==> config.mk <==
export PLATFORM = sky130hd
export DESIGN_NAME = crypto_test_harness
export DESIGN_NICKNAME = d
export VERILOG_FILES = /design/src/rtl/crypto_harness_pkg.sv /design/src/rtl/crypto_test_harness_sig_misr.sv /design/src/rtl/crypto_test_harness.sv
export SDC_FILE = /design/constraint.sdc
export NUM_CORES = 1
export LEC_CHECK = 0
export BUFFER_PORTS_ARGS = -buffer_cell sky130_fd_sc_hd__buf_2
export CORE_MARGIN = 3
export CORE_UTILIZATION = 55
export DETAILED_ROUTE_END_ITERATION = 6
export PLACE_DENSITY = 0.86
export SLEW_MARGIN = 10
export SYNTH_ARGS = -nofsm -noshare
export SYNTH_HDL_FRONTEND = slang
export SYNTH_HIERARCHICAL = 1
export SYNTH_SLANG_ARGS = --single-unit
==> constraint.sdc <==
create_clock -name clk -period 3.69 [get_ports clk]
set_clock_uncertainty 0.05 [all_clocks]
set_input_delay 0.1845 -clock clk [delete_from_list [all_inputs] [get_ports clk]]
set_output_delay 0.1845 -clock clk [all_outputs]
set_load 0.02 [all_outputs]
==> src/rtl/crypto_harness_pkg.sv <==
// Shared types and constants for the crypto core test harness.
package crypto_harness_pkg;

  typedef enum logic [1:0] {
    IDLE  = 2'd0,
    RUN   = 2'd1,
    DRAIN = 2'd2,
    DONE  = 2'd3
  } state_t;

  // x^64 + x^63 + x^61 + x^60 + 1, maximal length for a 64-bit Fibonacci LFSR
  localparam logic [63:0] LFSR_TAPS    = 64'hD800_0000_0000_0000;
  localparam logic [15:0] DEFAULT_SEED = 16'hACE1;

endpackage

==> src/rtl/crypto_test_harness_sig_misr.sv <==
// Signature register: folds each captured core result to SIG_W bits and
// mixes it into a rotate-left-by-one accumulator.
module sig_misr #(
  parameter int DATA_W = 64,
  parameter int SIG_W  = 16
) (
  input  logic              clk,
  input  logic              reset,
  input  logic              clear,
  input  logic              capture,
  input  logic [DATA_W-1:0] data,
  output logic [SIG_W-1:0]  signature
);

  localparam int SLICES = DATA_W / SIG_W;

  logic [SIG_W-1:0] fold;

  always_comb begin
    fold = '0;
    for (int i = 0; i < SLICES; i++) begin
      fold = fold ^ data[i*SIG_W +: SIG_W];
    end
  end

  always_ff @(posedge clk) begin
    if (reset || clear) begin
      signature <= '0;
    end else if (capture) begin
      signature <= {signature[SIG_W-2:0], signature[SIG_W-1]} ^ fold;
    end
  end

endmodule

==> src/rtl/crypto_test_harness.sv <==
// Self-test harness: streams NUM_VEC LFSR vectors and derived keys into a
// fixed-latency crypto core and compresses the results into a signature.
module crypto_test_harness
  import crypto_harness_pkg::*;
#(
  parameter int DATA_W   = 64,
  parameter int KEY_W    = 56,
  parameter int CORE_LAT = 48,
  parameter int NUM_VEC  = 1024,
  parameter int SIG_W    = 16
) (
  input  logic              clk,
  input  logic              reset,
  input  logic              start,
  input  logic [15:0]       seed,
  input  logic              mode,
  output logic [DATA_W-1:0] core_in,
  output logic [KEY_W-1:0]  core_key1,
  output logic [KEY_W-1:0]  core_key2,
  output logic [KEY_W-1:0]  core_key3,
  output logic              core_decrypt,
  input  logic [DATA_W-1:0] core_out,
  output logic              busy,
  output logic              done,
  output logic [SIG_W-1:0]  signature,
  output logic [1:0]        state_dbg
);

  localparam int CNT_W = $clog2(NUM_VEC + 1);

  // Protocol: start is level-sampled in IDLE/DONE only; busy marks an active
  // run; done rises with the final capture and holds the signature until the
  // next launch or reset. No backpressure exists on the core interface.

  state_t              state;
  logic [DATA_W-1:0]   lfsr;
  logic [DATA_W-1:0]   lfsr_next;
  logic [DATA_W-1:0]   seed_rep;
  logic [15:0]         seed_eff;
  logic [CNT_W-1:0]    issue_cnt;
  logic [CNT_W-1:0]    cap_cnt;
  logic                issue_v;
  logic [CORE_LAT-1:0] vpipe;
  logic                launch;
  logic                capture;
  logic                last_capture;

  assign seed_eff     = (seed == 16'd0) ? DEFAULT_SEED : seed;
  assign launch       = ((state == IDLE) || (state == DONE)) && start;
  // vpipe's last stage lines up with core_out for the vector that issue_v
  // accompanied on core_in, so it is exactly the capture strobe.
  assign capture      = vpipe[CORE_LAT-1];
  assign last_capture = capture && (cap_cnt == CNT_W'(NUM_VEC - 1));
  assign state_dbg    = state;

  always_comb begin
    seed_rep = '0;
    for (int i = 0; i < DATA_W; i++) begin
      seed_rep[i] = seed_eff[i % 16];
    end
    lfsr_next = {lfsr[DATA_W-2:0], ^(lfsr & LFSR_TAPS[DATA_W-1:0])};
  end

  always_ff @(posedge clk) begin
    if (reset) begin
      state        <= IDLE;
      lfsr         <= '0;
      core_in      <= '0;
      core_key1    <= '0;
      core_key2    <= '0;
      core_key3    <= '0;
      core_decrypt <= 1'b0;
      busy         <= 1'b0;
      done         <= 1'b0;
      issue_cnt    <= '0;
      cap_cnt      <= '0;
      issue_v      <= 1'b0;
      vpipe        <= '0;
    end else begin
      issue_v  <= (state == RUN);
      vpipe[0] <= issue_v;
      for (int i = 1; i < CORE_LAT; i++) begin
        vpipe[i] <= vpipe[i-1];
      end
      if (capture) begin
        cap_cnt <= cap_cnt + 1'b1;
      end
      case (state)
        IDLE, DONE: begin
          if (launch) begin
            state        <= RUN;
            lfsr         <= seed_rep;
            core_decrypt <= mode;
            issue_cnt    <= '0;
            cap_cnt      <= '0;
            busy         <= 1'b1;
            done         <= 1'b0;
          end
        end
        RUN: begin
          core_in   <= lfsr;
          core_key1 <= lfsr[DATA_W-1 -: KEY_W];
          core_key2 <= lfsr[DATA_W-4 -: KEY_W];
          core_key3 <= lfsr[KEY_W-1:0];
          lfsr      <= lfsr_next;
          issue_cnt <= issue_cnt + 1'b1;
          if (issue_cnt == CNT_W'(NUM_VEC - 1)) begin
            state <= DRAIN;
          end
        end
        DRAIN: begin
          if (last_capture) begin
            state <= DONE;
            busy  <= 1'b0;
            done  <= 1'b1;
          end
        end
        default: state <= IDLE;
      endcase
    end
  end

  sig_misr #(
    .DATA_W(DATA_W),
    .SIG_W (SIG_W)
  ) u_sig_misr (
    .clk      (clk),
    .reset    (reset),
    .clear    (launch),
    .capture  (capture),
    .data     (core_out),
    .signature(signature)
  );

endmodule

==> summary.md <==
| Metric | Value |
|---|---|
| Crit. End Element | flop |
| CTS root buffer | clkbuf_16 |
| RSZ-0062 raised after global routing | no |
| Slack of the critical path | approximately 1000 ps |
| CTS tree | yes |
| Clock sink total | 220 |
| Syn-to-layout area delta | 13.1% |
| Clk_lat worst skew | 500 ps |
| DR WL/cell | 16.5 µm |
| Finished Core Util | 64.1% |
| Final hold vios | 0 |
| Post-cts repair resize count | 0 |
| Iter 0 DRT Violations | approximately 580 |
| Final antenna-violating net count | 0 |
| Final Slew Violations | 0 |
| Post-Syn Area | approximately 10000 µm² |
| Synth area leader | dfxtp_1 |
| Post-synth EDFFs | 0 |
| PwrDens | approximately 730 nW/µm² |
| Yosys warnings | 6 |
| Vias in the first global route | around 6.8k |
| Status | finished, final reports clean |
| Worst-case vdd ir drop | between 500 and 600 µV |
| CP max FO | 48 |
| Top cells by area, synth | dfxtp_1, buf_4, nor2b_1 |
| Grt ovf | 0 |
| Fillers | 1355 |
| Clock slew at reported path FFs | about 60 ps |
| Num CTS Buffers | 22 |
| Port Buf Inserts | about 340 |
| Fmax | between 300 and 400 MHz |
| Avg Cell Area, Syn | roughly 9.7 µm² |
| Kind of critical path | flop to flop |
| Overall routing resource usage | ~22% |
| Count leader, synth | dfxtp_1 |
| Setup crit start kind | flop |
| Slew HR | a little over two fifths |
| # Post-CTS Setup Buffers | 0 |
| Most instantiated cells after synthesis | dfxtp_1, buf_4, nor2_1 |
| Seq cells post-synth | 220 |
| Largest net degree at the start of global routing | 125 |
| WP data arrival | 3040 ps |
| ANT cells | 0 |
| Antenna violations before repair | 0 |
| First-pass GRT wire length | 35.7 mm |
| DP HPWL | between 15 and 20 mm |
| Top_reg_cell synth | dfxtp_1 |
| Number of DRC violations after detailed routing | 0 |
| Synth cell types | 42 |
| Die ar. | 19700 µm² |
| Die height | between 100 and 150 µm |
| Synth async-reset ratio | 0% |
| TNS Setup | 0 ps |
| Post-layout min period | approximately 2700 ps |
| Slew @ Worst Pin | 876 ps |
| Core box area | 17500 µm² |
| Layout cells sized above 1 | around 33% |
| Synth top area share | between 40% and 50% |
| Routed WL | 23.1 mm |
| Gpl congestion | about 0.87 |
| Setup WS pre-CTS | about 1000 ps |
| Leakage power | around 5.2 nW |
| Sequential fraction of the synthesis area | 44.5% |
| Vias | between 7k and 8k |
| Gate Count Post-Synth | around 1.0k |
| Cell Rows | 48 |
| DIE WIDTH | roughly 140 µm |
| Max cap viols | 0 |
| HP Class | input pin to flop |
| Fin crit share | just over 70% |
| Required time of the critical path | between 4000 and 5000 ps |
| Number of H-tree levels | 1 |
| Clock tree buffer depth | 3 |
| Vias/cell | ~5.4 |
| I/O Pins | 337 |
| Drt pass-1 iters | 5 |
| Initial Utilization | between 50% and 60% |
| # nets final | 1246 |
| Final setup violation count | 0 |
| Syn Nets | roughly 1.1k |
-- through the flow --
stage	hold slack [ps]	instances	power [mW]	area, µm²
after detailed placement	374	1357	5.95	10400
after global routing	51.3	1398	8.60	11200
after floorplan	271	1017	5.44	9910
after global placement	368	1357	5.86	10400
after CTS	5.42	1398	8.22	11200
final	36.4	1398	8.20	11200
-- final cells by class --
class	instances	area, µm²	share of cell area, %
clock buffers	36	704	6.29
clock inverters	4	48.8	0.436
inverters	7	26.3	0.235
multi-input cells	564	4000	35.7
flip-flops and latches	220	4400	39.3
well taps	225	282	2.51
repair buffers	342	1740	15.5
-- cells in the final DEF, fill, tap and decap left out, drive strengths merged, types with 16 or more instances in the layout --
master  count
a21oi      43
a22o       16
a311oi     32
buf       341
clkbuf     36
dfxtp     220
mux2i      35
nand2      50
nand2b     37
nand3b     33
nor2       88
nor2b      80
o41ai      33
xnor2      27
xnor3      16
xor2       22
-- where the power goes --
group / internal [mW] / switching (mW) / total [mW]
combinational: 0.961 / 1.72 / 2.68
sequential: 2.84 / 0.416 / 3.26
clock: 1.37 / 0.885 / 2.26
total: 5.17 / 3.02 / 8.20
-- worst max-delay path, stage by stage (launching register included) --
cell	delay (ps)
dfxtp_1	440
inv_1	100
ha_1	410
mux2_2	840
buf_4	390
nor2_1	80
a311oi_1	270
-- routing by layer --
layer	GRT usage (%)	up-vias	share of wire, %
li1	-	3576	-
met1	28.4	3542	41
met2	38.5	345	50
met3	3.14	32	7.7
met4	4.59	0	1.4
met5	0	-	0
-- state kept, by name, summed over array words and instances (netlist names) --
name	count
u_sig_misr/signature	16
core_decrypt	1
vpipe	48
issue_cnt	11
cap_cnt	11
done	1
lfsr	64
state_dbg	2
issue_v	1
core_in	64
busy	1
-- cells by family (layout without fill, tap and decap cells) --
kind of cell / Yosys count / count (layout) / share of synthesized area (%)
adders and majority gates: 5 / 5 / 0.632
muxes: 36 / 36 / 3.65
AOI/OAI and AO/OA: 136 / 136 / 10.3
and+or+nand+nor: 322 / 322 / 17.5
buffers and inverters: 233 / 389 / 15.4
DFF: 220 / 220 / 44.5
xor gates and xnor gates: 65 / 65 / 8.16
-- repair_timing --
item                                   in CTS  in global routing
setup endpoints to repair                   0                  0
endpoints found under the hold margin       1                  0
hold buffers                                1                  0
-- worst paths after layout --
check                       startpoint  slack, ps              endpoint  depth (start not counted)
max          state_dbg[0]$_SDFFE_PP0P_       1000  lfsr[8]$_SDFFE_PP0P_                          6
min                            seed[0]         40  lfsr[0]$_SDFFE_PP0P_                          3
max reg2reg  state_dbg[0]$_SDFFE_PP0P_       1000  lfsr[8]$_SDFFE_PP0P_                          6
min reg2reg       vpipe[42]$_SDFF_PP0_        380  vpipe[43]$_SDFF_PP0_                          1
Note: power is estimated with default switching activity, not from simulation.
